==> config.mk <==
export PLATFORM = sky130hd
export DESIGN_NAME = uart_rx_fifo_flat
export DESIGN_NICKNAME = d
export VERILOG_FILES = /design/src/rtl/uart_rx_fifo_if.sv /design/src/rtl/uart_rx_fifo.sv /design/src/flat_wrapper.sv
export SDC_FILE = /design/constraint.sdc
export NUM_CORES = 1
export LEC_CHECK = 0
export ABC_AREA = 0
export CAP_MARGIN = 20
export CELL_PAD_IN_SITES_DETAIL_PLACEMENT = 0
export CELL_PAD_IN_SITES_GLOBAL_PLACEMENT = 1
export CORE_MARGIN = 4
export CORE_UTILIZATION = 55
export DETAILED_ROUTE_END_ITERATION = 6
export DONT_BUFFER_PORTS = 1
export PLACE_DENSITY_LB_ADDON = 0.1
export SETUP_SLACK_MARGIN = 0.05
export SYNTH_ARGS = -nofsm -noshare
export SYNTH_HDL_FRONTEND = slang
export SYNTH_SLANG_ARGS = --single-unit
==> constraint.sdc <==
create_clock -name clock -period 6.3 [get_ports clock]
set_clock_uncertainty 0.2 [all_clocks]
set_input_delay 1.89 -clock clock [delete_from_list [all_inputs] [get_ports clock]]
set_output_delay 1.89 -clock clock [all_outputs]
set_load 0.03 [all_outputs]
==> src/rtl/uart_rx_fifo_if.sv <==
// uart_rx_fifo_if: groups the UART strobe side and the CPU I/O-page side of the
// receive FIFO into one bundle. The master modport belongs to whoever drives the
// UART byte strobe and the CPU bus (the system, or a testbench). The slave modport
// belongs to the FIFO itself.
interface uart_rx_fifo_if #(
  parameter int ADDR_W = 4
);
  logic [7:0]      rx_data;
  logic            rx_push;
  logic [7:0]      access_addr;
  logic            reg_w_en;
  logic            mem_w_en;
  logic [7:0]      w_data;
  logic [7:0]      r_data;
  logic            hit;
  logic [ADDR_W:0] count;
  logic            int_req;

  modport master (
    output rx_data, rx_push, access_addr, reg_w_en, mem_w_en, w_data,
    input  r_data, hit, count, int_req
  );

  modport slave (
    input  rx_data, rx_push, access_addr, reg_w_en, mem_w_en, w_data,
    output r_data, hit, count, int_req
  );
endinterface

==> src/rtl/uart_rx_fifo.sv <==
// uart_rx_fifo: circular receive buffer between the UART receiver and the CPU.
// Bytes strobed by the UART are queued. The CPU pops the head through the data
// register and controls or inspects the FIFO through the control/status register.
// A registered, level-sensitive interrupt request is driven toward the CPU.
// Optional feature macro: UART_RX_FIFO_THRESH_INT_EN adds a threshold register at
// CTRL_ADDR-1. The interrupt then fires on (count >= thresh) | overrun.
module uart_rx_fifo #(
  parameter int          DEPTH     = 16,
  parameter int          ADDR_W    = 4,
  parameter logic [7:0]  DATA_ADDR = 8'd252,
  parameter logic [7:0]  CTRL_ADDR = 8'd248
) (
  input logic           clock,
  input logic           reset_n,
  uart_rx_fifo_if.slave bus
);

  // Storage and state
  logic [7:0]      mem [DEPTH];
  logic [ADDR_W-1:0] wr_ptr_reg, wr_ptr_next;
  logic [ADDR_W-1:0] rd_ptr_reg, rd_ptr_next;
  logic [ADDR_W:0]   count_reg, count_next;
  logic            overrun_reg, overrun_next;
  logic            int_en_reg, int_en_next;
  logic            int_req_reg, int_req_next;

  // Decode and handshake terms
  logic            empty, full;
  logic            data_sel, ctrl_sel;
  logic            ctrl_wr, flush;
  logic            pop, push, overrun_set;
  logic            irq_cond;
  logic [7:0]      status_byte;
  logic [7:0]      head_byte;
  logic            ctrl_unused;

  assign empty    = (count_reg == '0);
  assign full     = (count_reg == (ADDR_W+1)'(DEPTH));
  assign data_sel = (bus.access_addr == DATA_ADDR);
  assign ctrl_sel = (bus.access_addr == CTRL_ADDR);
  assign ctrl_wr  = ctrl_sel & bus.mem_w_en;
  assign flush    = ctrl_wr & bus.w_data[1];

  // A pop frees a slot in the same cycle, so a full FIFO can still accept a byte
  // when the CPU is popping at the same time.
  assign pop         = data_sel & bus.reg_w_en & ~empty;
  assign push        = bus.rx_push & (~full | pop);
  assign overrun_set = bus.rx_push & full & ~pop;

  assign status_byte = {int_en_reg, 4'b0000, overrun_reg, full, ~empty};
  assign head_byte   = empty ? 8'h00 : mem[rd_ptr_reg];

  // Bits 6..2 of a control write carry no meaning.
  assign ctrl_unused = ^bus.w_data[6:2];

`ifdef UART_RX_FIFO_THRESH_INT_EN
  localparam logic [7:0] THRESH_ADDR = CTRL_ADDR - 8'd1;

  logic       thresh_sel;
  logic [7:0] thresh_reg, thresh_next;
  logic [7:0] thresh_eff;

  assign thresh_sel = (bus.access_addr == THRESH_ADDR);
  // A zero threshold would fire with an empty FIFO, so treat it as one.
  assign thresh_eff = (thresh_reg == 8'd0) ? 8'd1 : thresh_reg;
  assign irq_cond   = (9'(count_reg) >= {1'b0, thresh_eff}) | overrun_reg;

  // Threshold register next value
  always_comb begin
    thresh_next = thresh_reg;
    if (thresh_sel && bus.mem_w_en) begin
      thresh_next = bus.w_data;
    end
  end

  // Threshold register, resets to one
  always_ff @(posedge clock or negedge reset_n) begin
    if (!reset_n) begin
      thresh_reg <= 8'd1;
    end else begin
      thresh_reg <= thresh_next;
    end
  end

  // Read mux and hit for the three decoded addresses
  always_comb begin
    bus.r_data = 8'h00;
    bus.hit    = data_sel | ctrl_sel | thresh_sel;
    if (data_sel) begin
      bus.r_data = head_byte;
    end else if (ctrl_sel) begin
      bus.r_data = status_byte;
    end else if (thresh_sel) begin
      bus.r_data = thresh_reg;
    end
  end
`else
  assign irq_cond = ~empty;

  // Read mux and hit for the two decoded addresses
  always_comb begin
    bus.r_data = 8'h00;
    bus.hit    = data_sel | ctrl_sel;
    if (data_sel) begin
      bus.r_data = head_byte;
    end else if (ctrl_sel) begin
      bus.r_data = status_byte;
    end
  end
`endif

  // Per-entry write: each slot captures the byte when it is the tail and a push lands.
  // Contents are intentionally not reset.
  generate
    for (genvar gi = 0; gi < DEPTH; gi++) begin : g_entry
      always_ff @(posedge clock) begin
        if (push && !flush && (wr_ptr_reg == ADDR_W'(gi))) begin
          mem[gi] <= bus.rx_data;
        end
      end
    end
  endgenerate

  // Next-state for pointers, count, flags and interrupt request. A flush overrides
  // any push or pop in the same cycle. A new overrun wins over a clear.
  always_comb begin
    wr_ptr_next  = wr_ptr_reg;
    rd_ptr_next  = rd_ptr_reg;
    count_next   = count_reg;
    overrun_next = overrun_reg;
    int_en_next  = int_en_reg;
    int_req_next = int_en_reg & irq_cond;

    if (flush) begin
      wr_ptr_next = '0;
      rd_ptr_next = '0;
      count_next  = '0;
    end else begin
      if (push) begin
        wr_ptr_next = wr_ptr_reg + ADDR_W'(1);
      end
      if (pop) begin
        rd_ptr_next = rd_ptr_reg + ADDR_W'(1);
      end
      if (push && !pop) begin
        count_next = count_reg + (ADDR_W+1)'(1);
      end else if (pop && !push) begin
        count_next = count_reg - (ADDR_W+1)'(1);
      end
    end

    if (overrun_set) begin
      overrun_next = 1'b1;
    end else if (ctrl_wr && bus.w_data[0]) begin
      overrun_next = 1'b0;
    end

    if (ctrl_wr) begin
      int_en_next = bus.w_data[7];
    end
  end

  // State registers with asynchronous active-low reset
  always_ff @(posedge clock or negedge reset_n) begin
    if (!reset_n) begin
      wr_ptr_reg  <= '0;
      rd_ptr_reg  <= '0;
      count_reg   <= '0;
      overrun_reg <= 1'b0;
      int_en_reg  <= 1'b0;
      int_req_reg <= 1'b0;
    end else begin
      wr_ptr_reg  <= wr_ptr_next;
      rd_ptr_reg  <= rd_ptr_next;
      count_reg   <= count_next;
      overrun_reg <= overrun_next;
      int_en_reg  <= int_en_next;
      int_req_reg <= int_req_next;
    end
  end

  assign bus.count   = count_reg;
  assign bus.int_req = int_req_reg;

endmodule
==> src/flat_wrapper.sv <==
// flat-port wrapper written by rule: the top's interface ports become plain ports
module uart_rx_fifo_flat 
#(
  parameter int          DEPTH     = 16,
  parameter int          ADDR_W    = 4,
  parameter logic [7:0]  DATA_ADDR = 8'd252,
  parameter logic [7:0]  CTRL_ADDR = 8'd248
)
  (clock, reset_n, bus_rx_data, bus_rx_push, bus_access_addr, bus_reg_w_en, bus_mem_w_en, bus_w_data, bus_r_data, bus_hit, bus_count, bus_int_req);
  uart_rx_fifo_if #(.ADDR_W(ADDR_W)) bus_i ();
  input logic clock;
  input logic reset_n;
  input wire logic [$bits(bus_i.rx_data)-1:0] bus_rx_data;
  input wire logic [$bits(bus_i.rx_push)-1:0] bus_rx_push;
  input wire logic [$bits(bus_i.access_addr)-1:0] bus_access_addr;
  input wire logic [$bits(bus_i.reg_w_en)-1:0] bus_reg_w_en;
  input wire logic [$bits(bus_i.mem_w_en)-1:0] bus_mem_w_en;
  input wire logic [$bits(bus_i.w_data)-1:0] bus_w_data;
  output wire logic [$bits(bus_i.r_data)-1:0] bus_r_data;
  output wire logic [$bits(bus_i.hit)-1:0] bus_hit;
  output wire logic [$bits(bus_i.count)-1:0] bus_count;
  output wire logic [$bits(bus_i.int_req)-1:0] bus_int_req;
  assign bus_i.rx_data = bus_rx_data;
  assign bus_i.rx_push = bus_rx_push;
  assign bus_i.access_addr = bus_access_addr;
  assign bus_i.reg_w_en = bus_reg_w_en;
  assign bus_i.mem_w_en = bus_mem_w_en;
  assign bus_i.w_data = bus_w_data;
  assign bus_r_data = bus_i.r_data;
  assign bus_hit = bus_i.hit;
  assign bus_count = bus_i.count;
  assign bus_int_req = bus_i.int_req;
  uart_rx_fifo #(.DEPTH(DEPTH), .ADDR_W(ADDR_W), .DATA_ADDR(DATA_ADDR), .CTRL_ADDR(CTRL_ADDR)) u_core (.clock(clock), .reset_n(reset_n), .bus(bus_i));
endmodule
* Word level (Yosys, flattened, before mapping)
Memory sizes are Yosys's and may differ from the RTL's.
Cells that the tools add are included.
** Storage, ports and cells
- Register bits after elaboration :: 16
- Latch bits :: 0
- Memory bits (writable) :: 128
- ROM bits :: 0
- Bits of input ports :: 29
- Output and inout port bits :: 15
- Logic and storage cells :: 175
- Memories :: 1
** Cells by class
- Add/sub/neg operators :: 4
- $mul :: 0
- Divide/modulo/power cells :: 0
- Magnitude comparators :: 0
- Eq/ne operators :: 18
- Shift operators :: 0
- Multiplexer cells :: 89
- Bitwise logic cells :: 13
- Reduce and logical (&&, ||, !) cells :: 44
** Memory list
- u_core.mem :: words 16, width 8, rd ports 1, clocked after Yosys merged registers in 0, write ports 1, RTL line uart_rx_fifo.sv:19 : logic [7:0] mem [DEPTH];
** Operators with widths (count)
- 8-bit two-way mux :: 18
- 8-bit OR reduction :: 15
- 4-bit two-way mux :: 19
- 1-bit two-way mux :: 49
- 4-bit == test (second input constant) :: 8
- 1-bit logical AND :: 20
- 4-bit by 3-bit == test with 1-bit output (second input constant) :: 4
- 8-bit == test (second input constant) :: 2
- 5-bit two-way mux :: 3
- 4-bit by 1-bit adder with 4-bit output (second input constant) :: 2
- 1-bit AND :: 8
- 4-bit by 2-bit == test with 1-bit output (second input constant) :: 2
- 2-bit nonzero test :: 3
- 5-bit by 1-bit adder with 5-bit output (second input constant) :: 1
- 5-bit == test (second input constant) :: 1
- 5-bit zero test :: 1
- 5-bit by 1-bit subtractor with 5-bit output (second input constant) :: 1
- 4-bit by 1-bit == test with 1-bit output (second input constant) :: 1
- 4-bit zero test :: 1
- 1-bit zero test :: 3
- 1-bit NOT :: 3
- 3-bit nonzero test :: 1
- 1-bit bitwise OR :: 2

* Depth between registers and ports, before layout
Gate-level depths: netlist of run 1.
- Word-level depth :: 25
- Gate-level depth with buffers :: 11
- Mapped depth without buffers :: 11

* Worst setup path before layout of run 1
Ideal clock, no wire load.
- Path type :: input-to-output
- Start point :: input port bus_access_addr[1]
- End point :: output port bus_r_data[7]
- Arrival :: 3.397 ns
- Data required time :: 4.210 ns
- Slack :: 0.813 ns
- Stages on the path :: 5
- Buffers on the path :: 1
- Path through :: nor3b_1 -> o211ai_1 -> or3_1 -> clkbuf_1 -> o221ai_1
** On the way
- Longest elaborated chain between the ends :: 3
- Elaborated cells between the ends (all ways) :: 4
- Those cells by class :: 2 x eq/ne; 2 x mux
** Ends and longest elaborated chain
- start: declaration :: RTL line flat_wrapper.sv:15 : input wire logic [$bits(bus_i.access_addr)-1:0] bus_access_addr;
- 8-bit == test :: RTL line uart_rx_fifo.sv:40 : assign ctrl_sel = (bus.access_addr == CTRL_ADDR);
- 8-bit two-way mux :: RTL line uart_rx_fifo.sv:106 : end else if (ctrl_sel) begin
- 8-bit two-way mux * :: RTL line uart_rx_fifo.sv:104 : if (data_sel) begin
- end: declaration :: RTL line flat_wrapper.sv:19 : output wire logic [$bits(bus_i.r_data)-1:0] bus_r_data;
Every way passes the cells marked *; elsewhere a longest branch is shown, timed or not.

* Final worst setup path of run 1
Same ends and word-level chain as after synthesis.

==> impl_metrics.env, run 1 <==
export IMPL_cp_slowest_cell="or3_1"
export IMPL_peakVddDrop_mv=0.279
export IMPL_drive_gt1_share_pct=21.8
export IMPL_cts_buffers_inserted=17
export IMPL_initial_core_util_pct=56.3
export IMPL_gp_congestion=0.767
export IMPL_grt_use_met2_pct=29.4
export IMPL_setup_tns_ns=0
export IMPL_leakage_nw=2.30
export IMPL_start_kind="input port"
export IMPL_async_flop_share_pct=11.1
export IMPL_grt_busiest_layer="met1"
export IMPL_grt_util_met1_pct=29.8
export IMPL_grt_util_all_layers_pct=19.9
export IMPL_final_nets=407
export IMPL_die_x_um=113
export IMPL_worstSetupPathType="input port to output pin"
export IMPL_pwr_share_comb_pct=13.1
export IMPL_crit_path_end_kind="output pin"
export IMPL_switchingPower_uw=683
export IMPL_diodes=0
export IMPL_synth_nets=391
export IMPL_path_max_fanout=7
export IMPL_rsz0062_at_grt="false"
export IMPL_synthMuxAreaShare_pct=15.3
export IMPL_antenna_found_initial=0
export IMPL_slew_headroom_pct=33.5
export IMPL_period_minus_slack_ns=5.62
export IMPL_fp_row_count=38
export IMPL_multi_input_area_mm2=0.00175
export IMPL_setup_viol=0
export IMPL_synth_seq_cells=144
export IMPL_cp_num_buf_inv=1
export IMPL_fmax_mhz=178
export IMPL_final_cell_mix="128 x edfxtp_1, 32 x mux4_2, 22 x nor2_1, 20 x nand3_1, 19 x mux2i_1"
export IMPL_yosys_area_share_adder_pct=2.17
export IMPL_seq_area_mm2=0.00425
export IMPL_routed_via_density=6.16
export IMPL_ios=44
export IMPL_r2r_slack_ns=2.12
export IMPL_p_per_area_mw_per_mm2=376
export IMPL_syn_avg_cell_area_um2=17.3
export IMPL_clk_latency_ns=0.51
export IMPL_syn_area_mm2=0.00610
export IMPL_dr_pass1_iters=5
export IMPL_cp_arrival_ns=3.53
export IMPL_path_clk_slew_ns=0.06
export IMPL_seqPwrFrac_pct=48.9
export IMPL_status="finished, final reports clean"
export IMPL_cts_sink_count=144
export IMPL_dp_slack_ns=0.694
export IMPL_grt_ovfl_total=0
export IMPL_dpl_hpwl_mm=7.79
export IMPL_drc_errors=0
export IMPL_min_from="u_core.overrun_reg"
export IMPL_port_buffers=0
export IMPL_coreArea_mm2=0.0108
export IMPL_crit_start="bus_access_addr[1]"
export IMPL_grt_max_degree=24
export IMPL_hold_class="flip-flop to flip-flop"
export IMPL_hold_viol=0
export IMPL_syn_inst=352
export IMPL_synth_distinct_cells=43
export IMPL_largest_reg_flops=128
export IMPL_syn_to_final_growth_pct=13.0
export IMPL_p_int_mw=1.91
export IMPL_wl_per_cell_um=22.7
export IMPL_worst_slew_pin_transition_ns=0.993
export IMPL_num_vias=3209
export IMPL_r2r_start="u_core.bus.count[0]"
export IMPL_use_met3_pct=4.87
export IMPL_drtIter0Drc=261
export IMPL_synth_area_leaders="edfxtp_1 63%, mux4_2 12%, dfrtp_1 6.6%"
export IMPL_grt_pass1_wl_mm=18.6
export IMPL_synth_compound_area_share_pct=3.65
export IMPL_path_cells="nor3b_1 -> o211ai_1 -> or3_1 -> o221ai_1 -> buf_4"
export IMPL_synth_xor_area_share_pct=0.574
export IMPL_fin_crit_sh_pct=89.3
export IMPL_synth_simple_area_share_pct=6.91
export IMPL_die_area_mm2=0.0128
export IMPL_yosysWarnings=0
export IMPL_routed_wl_mm=11.8
export IMPL_slew_violations=0
export IMPL_root_buffer="clkbuf_8"
export IMPL_clk_path_buf_depth=2
export IMPL_ctsHoldBuffers=0
export IMPL_htreeDepth=4
export IMPL_synth_top_cell_area_share_pct=63.0
export IMPL_max_stage_delay_ns=0.52
export IMPL_pwr_share_clk_pct=38.0
export IMPL_ys_seq_area_share_pct=69.6
export IMPL_grt_pass1_vias=3125
export IMPL_post_cts_resized=0
export IMPL_synth_top_family_by_area="multiplexers"
export IMPL_cts_setup_buffers=0
export IMPL_cp_required_ns=4.21
export IMPL_fillCellCount=787
export IMPL_layout_setup_ws_ns=0.676
export IMPL_cp_top_family="simple AND/OR/NAND/NOR gates"
export IMPL_netSwitchingFraction_pct=26.4
export IMPL_antenna_left=0
export IMPL_cts_tree="yes"
export IMPL_synth_top_area_cell="edfxtp_1"
export IMPL_synth_edf_count=128
export IMPL_cap_violations=0
export IMPL_layout_commonest_cell="edfxtp_1"
export IMPL_fp_dieH_um=113
export IMPL_synthFlopType="edfxtp_1"
-- synthesized netlist by cell type, drive strengths merged (4+ instances only) --
library cell  number
edfxtp           128
mux4              32
nor2              22
nand3             20
mux2i             19
dfrtp             16
nand2             15
buf               11
ha                 9
nor3               8
clkbuf             7
inv                7
a21o               5
a21oi              5
o211ai             4
o22ai              4
or4                4
-- cell families (layout without fill, tap and decap cells) --
logic type / Yosys count / after routing
buf+inv: 25 / 54
mux: 53 / 53
xor+xnor: 4 / 4
flops: 144 / 144
fa+ha+maj: 10 / 10
simple gates: 85 / 85
compound gates: 31 / 31
-- power groups by stage --
stage	Sequential (mW)	Clock [mW]	Combinational [mW]
final	1.27	0.985	0.338
after global routing	1.28	1.04	0.378
after CTS	1.27	0.996	0.343
after detailed placement	1.29	0	0.342
after global placement	1.28	0	0.338
after floorplan	1.25	0	0.285
-- metal layers --
metal,wire length [µm],part of all wire [%],vias up
met5,0,0,-
met4,105,0.89,0
met3,576,4.9,10
met2,5650,48,88
met1,5510,47,1652
li1,-,-,1459
-- worst paths after layout --
path | cells past startpoint | end
worst min-delay path | 1 | u_core.overrun_reg
min in group asynchronous | 0 | u_core.bus.count[2]
max in group asynchronous | 0 | u_core.rd_ptr_reg[0]
worst max register to register | 11 | u_core.bus.count[4]
worst min register to register | 1 | u_core.overrun_reg
worst max-delay path | 5 | bus_r_data[7]
-- cell type report --
type	count	share of cell area (%)
Clock buffer	19	6.12
Clock inverter	13	2.36
Tap cell	140	2.54
Sequential cell	144	61.6
Multi-Input combinational cell	183	25.4
Timing Repair Buffer	15	1.63
Inverter	7	0.381
-- metrics by stage --
step / area, µm² / power [mW] / util [%] / hold slack [ns] / cells
finish: 6890 / 2.59 / 63.6 / 0.300 / 521
global route: 6890 / 2.70 / 63.6 / 0.343 / 521
CTS: 6890 / 2.61 / 63.6 / 0.300 / 521
detailed placement: 6310 / 1.63 / 58.2 / 0.286 / 489
global placement: 6310 / 1.62 / 58.2 / 0.279 / 489
floorplan: 6100 / 1.53 / - / 0.266 / 352
Power figures use the tool's default switching activity.
==> run 2, diff against run 1 <==
Settings changed: CORE_UTILIZATION 55 to 58.
==> impl_metrics.env, run 2 (same netlist as run 1, synthesis figures left out) <==
export IMPL_fp_dieH_um=111
export IMPL_start_kind="input port"
export IMPL_pwr_share_clk_pct=37.2
export IMPL_setup_viol=0
export IMPL_ctsHoldBuffers=0
export IMPL_cap_violations=0
export IMPL_rsz0062_at_grt="false"
export IMPL_routed_wl_mm=12.0
export IMPL_dpl_hpwl_mm=7.69
export IMPL_cp_num_buf_inv=1
export IMPL_grt_pass1_vias=3224
export IMPL_hold_class="flip-flop to flip-flop"
export IMPL_pwr_share_comb_pct=13.4
export IMPL_gp_congestion=0.806
export IMPL_initial_core_util_pct=59.3
export IMPL_path_max_fanout=7
export IMPL_grt_util_all_layers_pct=21.1
export IMPL_cts_tree="yes"
export IMPL_drive_gt1_share_pct=22.8
export IMPL_largest_reg_flops=128
export IMPL_worstSetupPathType="input port to output pin"
export IMPL_leakage_nw=2.26
export IMPL_grt_max_degree=24
export IMPL_drtIter0Drc=280
export IMPL_grt_ovfl_total=0
export IMPL_cp_top_family="simple AND/OR/NAND/NOR gates"
export IMPL_antenna_found_initial=0
export IMPL_root_buffer="clkbuf_8"
export IMPL_p_total_mw=2.57
export IMPL_ios=44
export IMPL_p_int_mw=1.84
export IMPL_path_clk_slew_ns=0.07
export IMPL_fmax_mhz=179
export IMPL_slew_headroom_pct=35.3
export IMPL_slew_violations=0
export IMPL_final_area_mm2=0.00687
export IMPL_fin_util_pct=66.8
export IMPL_htreeDepth=4
export IMPL_dr_pass1_iters=5
export IMPL_final_nets=404
export IMPL_die_x_um=111
export IMPL_crit_path_end_kind="output pin"
export IMPL_port_buffers=0
export IMPL_cts_sink_count=144
export IMPL_wl_per_cell_um=23.3
export IMPL_layout_commonest_cell="edfxtp_1"
export IMPL_drc_errors=0
export IMPL_hold_viol=0
export IMPL_netSwitchingFraction_pct=28.2
export IMPL_grt_use_met2_pct=32.1
export IMPL_post_cts_resized=0
export IMPL_switchingPower_uw=724
export IMPL_cts_buffers_inserted=17
export IMPL_multi_input_area_mm2=0.00177
export IMPL_p_per_area_mw_per_mm2=374
export IMPL_placed_area_mm2=0.00630
export IMPL_grt_pass1_wl_mm=19.2
export IMPL_antenna_left=0
export IMPL_seqPwrFrac_pct=49.4
export IMPL_cp_arrival_ns=3.50
export IMPL_final_cell_mix="128 x edfxtp_1, 32 x mux4_2, 22 x nor2_1, 20 x nand3_1, 19 x mux2i_1"
export IMPL_coreArea_mm2=0.0103
export IMPL_use_met3_pct=4.88
export IMPL_clk_path_buf_depth=2
export IMPL_fp_row_count=37
export IMPL_peakVddDrop_mv=0.218
export IMPL_fillCellCount=734
export IMPL_num_vias=3185
export IMPL_path_cells="nor3b_1 -> o211ai_1 -> or3_1 -> o221ai_1 -> buf_4"
export IMPL_cp_slowest_cell="or3_1"
export IMPL_seq_area_mm2=0.00425
export IMPL_setup_tns_ns=0
export IMPL_clk_latency_ns=0.52
export IMPL_routed_via_density=6.20
export IMPL_fin_crit_sh_pct=88.7
export IMPL_period_minus_slack_ns=5.59
export IMPL_cts_setup_buffers=0
export IMPL_worst_slew_pin_transition_ns=0.967
export IMPL_grt_util_met1_pct=31.3
export IMPL_die_area_mm2=0.0122
export IMPL_diodes=0
export IMPL_cp_required_ns=4.21
export IMPL_status="finished, final reports clean"
export IMPL_max_stage_delay_ns=0.48
export IMPL_syn_to_final_growth_pct=12.6
export IMPL_grt_busiest_layer="met2"
## run 2: changes by cell type in the layout (fill, tap and decap cells not counted)
cell        delta
clkinvlp_4     +4
clkinv_1       -1
bufinv_16      -2
inv_6          +4
clkinv_4       -3
inv_8          +2
clkbuf_1       -1
clkinv_2       -3
buf_4          -3
nor3_1         -4
nor3_2         +4
## run 2: cell type report
type | count | share of cell area, %
Clock buffer | 18 | 6.09
Tap cell | 136 | 2.48
Sequential cell | 144 | 61.8
Multi-Input combinational cell | 183 | 25.8
Timing Repair Buffer | 12 | 1.31
Inverter | 7 | 0.383
Clock inverter | 14 | 2.11
## run 2: metrics by stage
stage          hold slack (ns)  worst slack, ns  std cells
3_3_place_gp             0.279            0.745        482
4_1_cts                  0.296            0.719        514
6_report                 0.295            0.714        514
3_5_place_dp             0.281            0.720        482
5_1_grt                  0.331            0.578        514
2_1_floorplan            0.266            0.813        352
## run 2: routing by layer
layer | part of all wire (%) | wire [µm]
met1 | 44 | 5280
met2 | 48 | 5800
met3 | 6.3 | 760
met4 | 1.2 | 139
met5 | 0 | 0
## run 2: path summary, 6_finish.rpt
check	slack (ns)	startpoint	to	cells after the start
min in group asynchronous	0.86	reset_n	u_core.wr_ptr_reg[3]	0
worst max-delay path	0.71	bus_access_addr[1]	bus_r_data[7]	5
max in group asynchronous	4.96	reset_n	u_core.rd_ptr_reg[0]	0
worst min register to register	0.29	u_core.overrun_reg	u_core.overrun_reg	1
worst min-delay path	0.29	u_core.overrun_reg	u_core.overrun_reg	1
worst max register to register	2.53	u_core.bus.count[0]	u_core.bus.count[4]	12
## run 2: power by group through the flow
stage / clock, mW / combinational [mW] / sequential (mW)
after floorplan: 0 / 0.285 / 1.25
after global placement: 0 / 0.339 / 1.28
after detailed placement: 0 / 0.345 / 1.29
after CTS: 0.959 / 0.347 / 1.27
after global routing: 1.02 / 0.385 / 1.28
final: 0.954 / 0.343 / 1.27
==> run 3, diff against run 2 <==
Settings changed: CORE_UTILIZATION 58 to 45, GPL_ROUTABILITY_DRIVEN from default to 0.
==> impl_metrics.env, run 3 (same netlist as run 1, synthesis figures left out) <==
export IMPL_dpl_hpwl_mm=8.22
export IMPL_cap_violations=0
export IMPL_cts_tree="yes"
export IMPL_cts_sink_count=144
export IMPL_clk_path_buf_depth=2
export IMPL_drive_gt1_share_pct=22.3
export IMPL_diodes=0
export IMPL_worst_slew_pin_transition_ns=0.967
export IMPL_fp_dieH_um=124
export IMPL_routed_wl_mm=12.6
export IMPL_hold_viol=0
export IMPL_dp_slack_ns=0.697
export IMPL_grt_util_all_layers_pct=17.2
export IMPL_start_kind="input port"
export IMPL_initial_core_util_pct=46.1
export IMPL_rsz0062_at_grt="false"
export IMPL_period_minus_slack_ns=5.58
export IMPL_ctsHoldBuffers=0
export IMPL_drc_errors=0
export IMPL_leakage_nw=2.31
export IMPL_slew_headroom_pct=35.3
export IMPL_setup_viol=0
export IMPL_p_per_area_mw_per_mm2=374
export IMPL_die_x_um=124
export IMPL_worstSetupPathType="input port to output pin"
export IMPL_clk_latency_ns=0.41
export IMPL_largest_reg_flops=128
export IMPL_drtIter0Drc=267
export IMPL_fillCellCount=1114
export IMPL_root_buffer="clkbuf_16"
export IMPL_slew_violations=0
export IMPL_path_max_fanout=7
export IMPL_final_nets=408
export IMPL_ios=44
export IMPL_netSwitchingFraction_pct=26.1
export IMPL_wl_per_cell_um=22.6
export IMPL_routed_via_density=5.68
export IMPL_htreeDepth=4
export IMPL_cts_buffers_inserted=17
export IMPL_grt_pass1_vias=3232
export IMPL_fin_util_pct=52.5
export IMPL_seqPwrFrac_pct=48.6
export IMPL_max_stage_delay_ns=0.49
export IMPL_num_vias=3171
export IMPL_path_cells="nor3b_1 -> o211ai_1 -> or3_1 -> o221ai_1 -> buf_4"
export IMPL_hold_class="flip-flop to flip-flop"
export IMPL_fp_row_count=42
export IMPL_cp_arrival_ns=3.49
export IMPL_seq_area_mm2=0.00425
export IMPL_setup_tns_ns=0
export IMPL_die_area_mm2=0.0155
export IMPL_antenna_left=0
export IMPL_multi_input_area_mm2=0.00176
export IMPL_status="finished, final reports clean"
export IMPL_pwr_share_clk_pct=37.9
export IMPL_fin_crit_sh_pct=88.5
export IMPL_dr_pass1_iters=4
export IMPL_peakVddDrop_mv=0.251
export IMPL_port_buffers=0
export IMPL_grt_max_degree=20
export IMPL_antenna_found_initial=0
export IMPL_cp_num_buf_inv=1
export IMPL_grt_ovfl_total=0
export IMPL_coreArea_mm2=0.0132
export IMPL_cp_required_ns=4.21
export IMPL_layout_commonest_cell="edfxtp_1"
export IMPL_final_cell_mix="128 x edfxtp_1, 32 x mux4_2, 22 x nor2_1, 20 x nand3_1, 19 x mux2i_1"
export IMPL_syn_to_final_growth_pct=13.9
export IMPL_cp_slowest_cell="or3_1"
export IMPL_layout_setup_ws_ns=0.722
export IMPL_p_int_mw=1.92
export IMPL_fmax_mhz=179
export IMPL_crit_path_end_kind="output pin"
export IMPL_cp_top_family="simple AND/OR/NAND/NOR gates"
export IMPL_switchingPower_uw=680
export IMPL_pwr_share_comb_pct=13.6
export IMPL_cts_setup_buffers=0
export IMPL_path_clk_slew_ns=0.06
export IMPL_grt_pass1_wl_mm=19.8
export IMPL_post_cts_resized=0
==> run 3: cell count changes in the layout (fill, tap and decap cells not counted) <==
cell,previous run,this run
inv_8,3,0
buf_4,12,16
clkinv_2,0,6
clkbuf_16,16,17
inv_6,5,0
clkinvlp_4,5,1
nor3_2,5,3
clkinv_4,0,1
bufinv_16,1,3
clkbuf_8,1,0
clkinv_1,0,3
nor3_1,3,5
==> run 3: final cells by class <==
type                            instances  share of cell area, %
Sequential cell                       144                   61.1
Clock buffer                           18                   6.18
Tap cell                              176                   3.17
Timing Repair Buffer                   16                   1.73
Inverter                                7                  0.378
Clock inverter                         14                   2.12
Multi-Input combinational cell        183                   25.3
==> run 3: stage by stage <==
stage / power (mW) / area [µm²] / hold WS, ns / std cells
after floorplan: 1.53 / 6100 / 0.266 / 352
after global placement: 1.63 / 6370 / 0.284 / 526
after detailed placement: 1.64 / 6370 / 0.299 / 526
after CTS: 2.62 / 6950 / 0.314 / 558
after global routing: 2.72 / 6950 / 0.333 / 558
final: 2.60 / 6950 / 0.306 / 558
==> run 3: worst register-to-register path, delay by kind of cell (launching register included) <==
family | cells | cell delay (ns)
AOI/OAI and AO/OA | 3 | 0.95
adders and majority gates | 2 | 0.56
buffers and inverters | 3 | 0.62
DFF | 1 | 0.56
muxes | 2 | 0.46
and+or+nand+nor | 2 | 0.49
==> run 3: metal layers <==
layer / GRT usage, % / up-vias / routed length [µm]
li1: - / 1454 / -
met1: 23.9 / 1646 / 5750
met4: 5.42 / 0 / 151
met2: 26.8 / 61 / 6220
met5: 0 / - / 0
met3: 4.59 / 10 / 470
==> run 3: worst paths after layout <==
kind                                           from                   end  slack, ns  depth (start not counted)
worst min register to register   u_core.overrun_reg    u_core.overrun_reg       0.31                          1
worst max register to register  u_core.bus.count[0]   u_core.bus.count[4]       2.38                         12
worst max-delay path             bus_access_addr[1]         bus_r_data[2]       0.72                          5
max in group asynchronous                   reset_n  u_core.rd_ptr_reg[0]       4.85                          0
worst min-delay path             u_core.overrun_reg    u_core.overrun_reg       0.31                          1
min in group asynchronous                   reset_n  u_core.wr_ptr_reg[1]       0.97                          0
==> run 3: power groups by stage <==
| stage | clock network, mW | registers, mW | logic [mW] |
|---|---|---|---|
| 2_1_floorplan | 0 | 1.25 | 0.285 |
| 3_3_place_gp | 0 | 1.28 | 0.352 |
| 3_5_place_dp | 0 | 1.28 | 0.356 |
| 4_1_cts | 1.00 | 1.26 | 0.358 |
| 5_1_grt | 1.05 | 1.28 | 0.395 |
| 6_report | 0.985 | 1.26 | 0.352 |
